--- config.mk ---
export PLATFORM = sky130hd
export DESIGN_NAME = win_banner_renderer
export DESIGN_NICKNAME = d
export VERILOG_FILES = /design/src/rtl/tank_wars_pkg.sv /design/src/rtl/frame_tick_detect.sv /design/src/rtl/win_banner_renderer.sv
export SDC_FILE = /design/constraint.sdc
export NUM_CORES = 1
export LEC_CHECK = 0
export CAP_MARGIN = 20
export CORE_ASPECT_RATIO = 0.5
export CORE_MARGIN = 10
export CORE_UTILIZATION = 39
export CTS_CLUSTER_SIZE = 12
export DETAILED_ROUTE_END_ITERATION = 10
export PLACE_DENSITY = 0.79
export SYNTH_ARGS = -nofsm -noshare
export SYNTH_HDL_FRONTEND = slang
export SYNTH_SLANG_ARGS = --single-unit
export TNS_END_PERCENT = 50
--- constraint.sdc ---
create_clock -name Clk -period 1.75 [get_ports Clk]
set_clock_uncertainty 0.1 [all_clocks]
set_input_delay 0.35 -clock Clk [delete_from_list [all_inputs] [get_ports Clk]]
set_output_delay 0.35 -clock Clk [all_outputs]
set_load 0.01 [all_outputs]
--- src/rtl/tank_wars_pkg.sv ---
//------------------------------------------------------------------------------
// Module      : tank_wars_pkg
// Description : Shared types and constants for the end-of-game "WIN" banner.
// Revision    : 1.0 - initial release
//------------------------------------------------------------------------------
`default_nettype none

package tank_wars_pkg;

    typedef enum logic [1:0] {
        ST_IDLE   = 2'd0,
        ST_BLINK  = 2'd1,
        ST_STEADY = 2'd2
    } banner_state_t;

    localparam logic [1:0] GLYPH_W = 2'd1;
    localparam logic [1:0] GLYPH_I = 2'd2;
    localparam logic [1:0] GLYPH_N = 2'd3;

    localparam int GLYPH_ROWS   = 16;
    localparam int BANNER_SCALE = 2;
    localparam int BANNER_W     = 3 * 8 * BANNER_SCALE;
    localparam int BANNER_H     = GLYPH_ROWS * BANNER_SCALE;

endpackage

`default_nettype wire

--- src/rtl/frame_tick_detect.sv ---
//------------------------------------------------------------------------------
// Module      : frame_tick_detect
// Description : One-clock pulse on each rising edge of the vsync level.
// Revision    : 1.0 - initial release
//------------------------------------------------------------------------------
`default_nettype none

module frame_tick_detect (
    input  logic clk,
    input  logic rst,
    input  logic i_level,
    output logic o_tick
);

    logic r_level_d;

    always_ff @(posedge clk) begin
        if (rst) begin
            r_level_d <= 1'b0;
        end else begin
            r_level_d <= i_level;
        end
    end

    assign o_tick = i_level & ~r_level_d;

endmodule

`default_nettype wire

--- src/rtl/win_banner_renderer.sv ---
//------------------------------------------------------------------------------
// Module      : win_banner_renderer
// Description : Renders a 2x-scaled "WIN" banner with blink-then-steady timing.
//               Optional blinking enabled by macro WIN_BANNER_BLINK_EN.
// Revision    : 1.0 - initial release
//------------------------------------------------------------------------------
`default_nettype none

module win_banner_renderer
    import tank_wars_pkg::*;
#(
    parameter int BANNER_X0    = 296,
    parameter int BANNER_Y0    = 224,
    parameter int BLINK_FRAMES = 30,
    parameter int HOLD_FRAMES  = 300
) (
    input  logic       Clk,
    input  logic       Reset,
    input  logic       frame_clk,
    input  logic       game_over,
    input  logic       restart,
    input  logic [9:0] DrawX,
    input  logic [9:0] DrawY,
    output logic [5:0] rom_addr,
    input  logic [7:0] rom_data,
    output logic       pixel_on,
    output logic       banner_active
);

    localparam logic [10:0] c_x_lo       = 11'(BANNER_X0);
    localparam logic [10:0] c_x_hi       = 11'(BANNER_X0 + BANNER_W);
    localparam logic [10:0] c_y_lo       = 11'(BANNER_Y0);
    localparam logic [10:0] c_y_hi       = 11'(BANNER_Y0 + BANNER_H);
    localparam logic [8:0]  c_hold_last  = 9'(HOLD_FRAMES - 1);
    localparam logic [8:0]  c_blink_last = 9'(BLINK_FRAMES - 1);

    banner_state_t r_state, w_state_nxt;
    logic [8:0]    r_frame_cnt, w_frame_cnt_nxt;
    logic [8:0]    r_blink_cnt, w_blink_cnt_nxt;
    logic          r_phase, w_phase_nxt;
    logic          w_tick;
    logic          w_visible;

    frame_tick_detect u_frame_tick_detect (
        .clk     (Clk),
        .rst     (Reset),
        .i_level (frame_clk),
        .o_tick  (w_tick)
    );

    always_ff @(posedge Clk) begin
        if (Reset) begin
            r_state     <= ST_IDLE;
            r_frame_cnt <= 9'd0;
            r_blink_cnt <= 9'd0;
            r_phase     <= 1'b1;
        end else begin
            r_state     <= w_state_nxt;
            r_frame_cnt <= w_frame_cnt_nxt;
            r_blink_cnt <= w_blink_cnt_nxt;
            r_phase     <= w_phase_nxt;
        end
    end

    always_comb begin
        w_state_nxt     = r_state;
        w_frame_cnt_nxt = r_frame_cnt;
        w_blink_cnt_nxt = r_blink_cnt;
        w_phase_nxt     = r_phase;
        if (restart) begin
            w_state_nxt = ST_IDLE;
        end else begin
            case (r_state)
                ST_IDLE: begin
                    if (game_over) begin
                        w_state_nxt     = ST_BLINK;
                        w_frame_cnt_nxt = 9'd0;
                        w_blink_cnt_nxt = 9'd0;
                        w_phase_nxt     = 1'b1;
                    end
                end
                ST_BLINK: begin
                    if (w_tick) begin
                        w_frame_cnt_nxt = r_frame_cnt + 9'd1;
                        if (r_frame_cnt == c_hold_last) begin
                            w_state_nxt = ST_STEADY;
                        end
                        if (r_blink_cnt == c_blink_last) begin
                            w_blink_cnt_nxt = 9'd0;
`ifdef WIN_BANNER_BLINK_EN
                            w_phase_nxt     = ~r_phase;
`else
                            w_phase_nxt     = 1'b1;
`endif
                        end else begin
                            w_blink_cnt_nxt = r_blink_cnt + 9'd1;
                        end
                    end
                end
                default: begin
                    w_state_nxt = r_state;
                end
            endcase
        end
    end

    assign w_visible     = ((r_state == ST_BLINK) && r_phase) || (r_state == ST_STEADY);
    assign banner_active = (r_state != ST_IDLE);

    // Window offsets pre-divided by the 2x scale: col[4:3] picks the glyph,
    // col[2:0] the source pixel, row the glyph row.
    logic       w_in_window;
    logic [4:0] w_col;
    logic [3:0] w_row;

    assign w_in_window = ({1'b0, DrawX} >= c_x_lo) && ({1'b0, DrawX} < c_x_hi) &&
                         ({1'b0, DrawY} >= c_y_lo) && ({1'b0, DrawY} < c_y_hi);
    assign w_col = 5'((DrawX - 10'(BANNER_X0)) >> 1);
    assign w_row = 4'((DrawY - 10'(BANNER_Y0)) >> 1);

    logic [5:0] r_rom_addr;
    logic [2:0] r_bit_sel;
    logic       r_in_window_d;
    logic       r_pixel_on;

    always_ff @(posedge Clk) begin
        if (Reset) begin
            r_rom_addr    <= 6'd0;
            r_bit_sel     <= 3'd0;
            r_in_window_d <= 1'b0;
            r_pixel_on    <= 1'b0;
        end else begin
            r_rom_addr    <= w_in_window ? {2'(GLYPH_W + w_col[4:3]), w_row} : 6'd0;
            r_bit_sel     <= 3'd7 - w_col[2:0];
            r_in_window_d <= w_in_window;
            r_pixel_on    <= r_in_window_d & rom_data[r_bit_sel] & w_visible;
        end
    end

    assign rom_addr = r_rom_addr;
    assign pixel_on = r_pixel_on;

endmodule

`default_nettype wire

# Word level (Yosys, flattened, before mapping)
# Index checks and enable logic that the tools add are counted.
# W data, S select, Z words.
# word_totals
regBits	33
output_inout_bits	8
# op_classes
eq_ne	8
add_sub_neg	6
reduce_logical	13
n_mux	16
n_lt_le_gt_ge	5
bitwise	6
# ops
operator	n
$mux W9	4
$pmux W9 S2	2
$lt A10 B9 Y1 const B	2
$add A9 B1 Y9 const B	2
$ge A10 B8 Y1 const B	1
$ge A10 B9 Y1 const B	1
$eq A9 B5 Y1 const B	1
$eq A9 B9 Y1 const B	1
$reduce_and A4 Y1	2
$mux W2	3
$ne A2 B2 Y1 const B	3
$sub A6 B6 Y6 const B	1
$reduce_and A5 Y1	1
$sub A5 B1 Y5 const B	1
$logic_and A1 B1 Y1	4
$lt A3 B4 Y1 const B	1
$mux W1	4
$pmux W2 S2	1
$reduce_bool A2 Y1	2
$reduce_or A2 Y1	2
$and A1 B1 Y1	3
$bmux W1 S3	1
$not A1 Y1	3
$sub A3 B3 Y3 const A	1
other kinds (7)	7

# Longest topological paths before layout
# Gate-level depths: netlist of run 1.
# logic_depth
word_depth	6
ltp_mapped	6

# Modules after synthesis
# From an unflattened synthesis of run 1, not the netlist that was laid out.
# hier_totals
hier_cells	108
hier_area_um2	1077.3
# modules_own_cells
mod	area_per_inst_um2	cells_each	instances	seq_area_each_um2
win_banner_renderer	1029.7	105	1	440.4
frame_tick_detect	47.5	3	1	20.0

# Least setup slack after synthesis of run 1
# Ideal clock, no wire load.
# synth_path
path_type	register to register
startpoint	reg r_state[0]
endpoint	reg r_frame_cnt[8]
t_required_ns	1.529
arrival_ns	1.624
stages_incl_launch_ff	7
path_slack_ns	-0.095
cell_sequence	dfxtp_1 > inv_1 > ha_1 > mux2i_2 > a21o_1 > nor4_1 > mux2_2
# synth_via
elab_chain_cells	3
word_cells_on_any_way	7
classes_between	eq/ne (3); mux (1); reduce/logical (3)
# synth_lines
element	line_no	text
start, declared	win_banner_renderer.sv:37	banner_state_t r_state, w_state_nxt;
start signal, assigned	win_banner_renderer.sv:58	r_state <= w_state_nxt;
$eq A2 B1 Y1 / $logic_not A2 Y1 (equally long branches)	win_banner_renderer.sv:73	case (r_state)
$ne A2 B1 Y1 (no source line), or another cell as far along	--	
$reduce_and A4 Y1 (no source line)	--	
end signal, assigned	win_banner_renderer.sv:59	r_frame_cnt <= w_frame_cnt_nxt;
end, declared	win_banner_renderer.sv:38	logic [8:0] r_frame_cnt, w_frame_cnt_nxt;
# Parallel ways exist; a longest one is shown, timed or not.
# A chain may end at the register's enable or synchronous reset.

# Worst setup path after layout of run 1
# layout_path
startpoint	reg r_state[0]
endpoint	reg r_frame_cnt[6]
# Same word-level chain as after synthesis.

==> qor.csv, run 1 <==
stage,metric,value,unit
power_and_ir_drop,power,0.00110,W
yosys,async_flop_share,0,%
global_routing,antenna_found_initial,0,
detailed_routing,postRouteAntennaNets,0,
yosys,syn_avg_cell_area,9.77,µm²
placement,place_inst,204,
critical_path,path_delay_family,multiplexers,
clock_tree,clockBufferDepth,2,
detailed_routing,drt_iter0_markers,46,
final_layout,fin_cells,213,
clock_tree,clk_latency,270,ps
detailed_routing,postRouteWirelength,3.09,mm
sta,fin_crit_sh,104,%
run_status,outcome,"complete, but fails checks",
detailed_routing,drc,0,
yosys,synth_ff_type,dfxtp_1,
placement,hpwl,2.24,mm
sta,max_freq,548,MHz
critical_path,crit_buf_inv,2,
power_and_ir_drop,p_int,0.000829,W
clock_tree,cts.clk_slew.worst_paths,90,ps
global_routing,grt_pass1_wl,4.93,mm
power_and_ir_drop,comb_power_share,20.4,%
floorplanning,die_x,95.6,µm
final_layout,stdcell_area,0.00187,mm²
final_layout,nNetsFinal,214,
hold_path,hp-class,in2reg,
floorplanning,start_util,41.7,%
yosys,yosys_register_bits,23,
power_and_ir_drop,power.density,589,mW/mm²
power_and_ir_drop,p_leak,0.727,nW
sta,worstMarginPinSlew,405,ps
critical_path,arrival,1890,ps
critical_path,critical-path-max-stage-delay,380,ps
power_and_ir_drop,p_clk_share,31.0,%
sta,worst_hold_slack,316,ps
clock_tree,cts_tree,built,
power_and_ir_drop,p_switching,0.000271,W
clock_tree,cts_sinks,23,
floorplanning,core_area,0.00267,mm²
final_layout,fill_cells,187,
yosys,ys_seq_area_share,41.3,%
yosys,syn_area,0.00111,mm²
placement,port_buffers,38,
run_status,violations,negative setup slack,
sta,setup_violations,6,
floorplanning,die_h,57.8,µm
floorplanning,dieArea,0.00552,mm²
yosys,syn-num-nets,151,
global_routing,grt_overflow,0,
clock_tree,cts_buffers,3,
global_routing,grt_max_degree,15,
sta,rsz0062_at_grt,yes,
critical_path,endpoint_kind,flop,
critical_path,startpoint_type,flop,
clock_tree,cts-root-buf,clkbuf_8,
final_layout,drive_above_1_share,27.8,%
sta,final.setup.tns,-214,ps
flow_run,maxCapViolations,0,
global_routing,grt_pass1_vias,1102,
sta,fin_ws,-75.3,ps
critical_path,cp_cell_sequence,inv_2 > ha_4 > mux2i_4 > buf_4 > a2111oi_4 > nand4b_1 > mux2_4,
yosys,synth_enable_flop_cells,0,
clock_tree,cts-htree-levels,1,
detailed_routing,via_count,1068,
detailed_routing,wl_per_cell,14.5,µm
detailed_routing,routed_via_density,5.01,
floorplanning,ios,41,
global_routing,grtUsageTotal,11.0,%
sta,drv_slew,0,
yosys,yosys_warnings,0,
critical_path,worstSetupPathType,reg2reg,
final_layout,syn2layout_area_growth,67.8,%
final_layout,seq_area,465,µm²
detailed_routing,drtPass1Iterations,4,
final_layout,antennaDiodeCount,0,
final_layout,multi_input_area,702,µm²
sta,hold_violations,0,
yosys,yosys.cell_types.count,41,
power_and_ir_drop,p_seq_share,48.7,%
placement,place_area,0.00169,mm²
sta,period_minus_slack,1830,ps
sta,slew_headroom,73.0,%
yosys,netlist_instances,114,
power_and_ir_drop,ir_worst_vdd,0.000448,V
critical_path,path_max_fanout,3,
placement,gp_congestion,0.805,
critical_path,cp_slowest_cell,dfxtp_4,
power_and_ir_drop,sw_frac_of_total,24.6,%
critical_path,required,1810,ps
floorplanning,row_count,13,
[flip-flops by register name, indices dropped and copies added (netlist names)]
| name | count |
|---|---|
| pixel_on | 1 |
| u_frame_tick_detect.r_level_d | 1 |
| r_in_window_d | 1 |
| rom_addr | 6 |
| r_state | 2 |
| r_frame_cnt | 9 |
| r_bit_sel | 3 |
[cell type report]
type / count / area share (%)
inverters: 12 / 2.41
flip-flops and latches: 23 / 24.9
repair buffers: 60 / 30.0
clock inverters: 1 / 0.402
multi-input cells: 77 / 37.6
well taps: 37 / 2.48
clock buffers: 3 / 2.21
[through the flow]
stage	utilization [%]	setup WS, ps
after global routing	70.0	-158
after floorplan	-	-24.0
final	70.0	-75.3
after CTS	65.9	-57.5
after detailed placement	63.4	-321
after global placement	63.4	-285
[power groups by stage]
stage	clock network [W]	logic, W	registers, W
floorplan	0	0.0000777	0.000546
global placement	0	0.000192	0.000547
detailed placement	0	0.000196	0.000547
CTS	0.000352	0.000205	0.000535
global route	0.000369	0.000242	0.000536
finish	0.000341	0.000224	0.000535
[timing repair]
action | in CTS | in global routing
gates resized for setup | 5 | 18
setup buffers | 1 | 4
pin swaps | 1 | 11
hold buffers | 0 | 0
endpoints found under the setup margin | 11 | 16
[worst register-to-register path, delay by kind of cell (launching register included)]
family | cells | cell delay, ps
adders and majority gates | 1 | 170
buffers and inverters | 2 | 200
muxes | 2 | 500
DFF | 1 | 380
AOI/OAI and AO/OA | 1 | 220
and+or+nand+nor | 1 | 170
[placed cells by master, fill, tap and decap left out, types with 3 or more instances in the layout]
cell type        count
a2111oi_4            3
a21oi_1              4
nand4b_1             3
dlymetal6s2s_1       3
dfxtp_1             21
nand2_1              6
clkbuf_8             3
inv_1               10
buf_4               21
nor2_1              13
xnor2_1              4
clkdlybuf4s50_1     34
and2_1               6
[per-layer routing]
layer,up-vias,part of all wire [%],track usage [%]
met2,31,50,20.2
met5,-,0,0
met3,4,8.8,5.26
li1,528,-,-
met4,0,0.97,2.51
met1,505,40,11.1
[cell usage after synthesis, types with 2 or more instances]
cell      instances  area (µm²)
xnor2_1           4        35.0
dfxtp_1          23         460
and2_1            6        37.5
ha_1              4        50.1
nor2b_1           2        12.5
nand2b_1          2        12.5
nand4_1           2        12.5
nand4b_1          3        26.3
a21oi_1           4        20.0
a31o_2            2        17.5
inv_1            12        45.0
a211oi_1          2        15.0
nand2_1           6        22.5
nor2_1           14        52.6
mux4_2            2        45.0
[cell families (layout without fill, tap and decap cells)]
| kind of cell | count (synthesis) | in the layout | synth area share, % |
|---|---|---|---|
| flops | 23 | 23 | 41.3 |
| simple gates | 43 | 43 | 21.3 |
| buf+inv | 14 | 76 | 5.39 |
| mux | 6 | 6 | 8.20 |
| xor+xnor | 4 | 4 | 3.15 |
| fa+ha+maj | 4 | 4 | 4.49 |
| compound gates | 20 | 20 | 16.1 |
[worst paths after layout]
kind / slack (ps) / end / start / cells after the start
min: 320 / u_frame_tick_detect.r_level_d / frame_clk / 2
max: -80 / r_frame_cnt[6] / r_state[0] / 7
max reg2reg: -80 / r_frame_cnt[6] / r_state[0] / 7
min reg2reg: 340 / pixel_on / r_in_window_d / 2
No activity file was read; power rests on OpenSTA's default activity.
==> run 2, diff against run 1 <==
--- a/config.mk
+++ b/config.mk
@@ -5,6 +5,7 @@
 export SDC_FILE = /design/constraint.sdc
 export NUM_CORES = 1
 export LEC_CHECK = 0
+export ABC_CLOCK_PERIOD_IN_PS = 1750
 export CAP_MARGIN = 20
 export CORE_ASPECT_RATIO = 0.5
 export CORE_MARGIN = 10
==> results of run 2 <==
The final DEF is identical to that of run 1; final timing and power are the same.
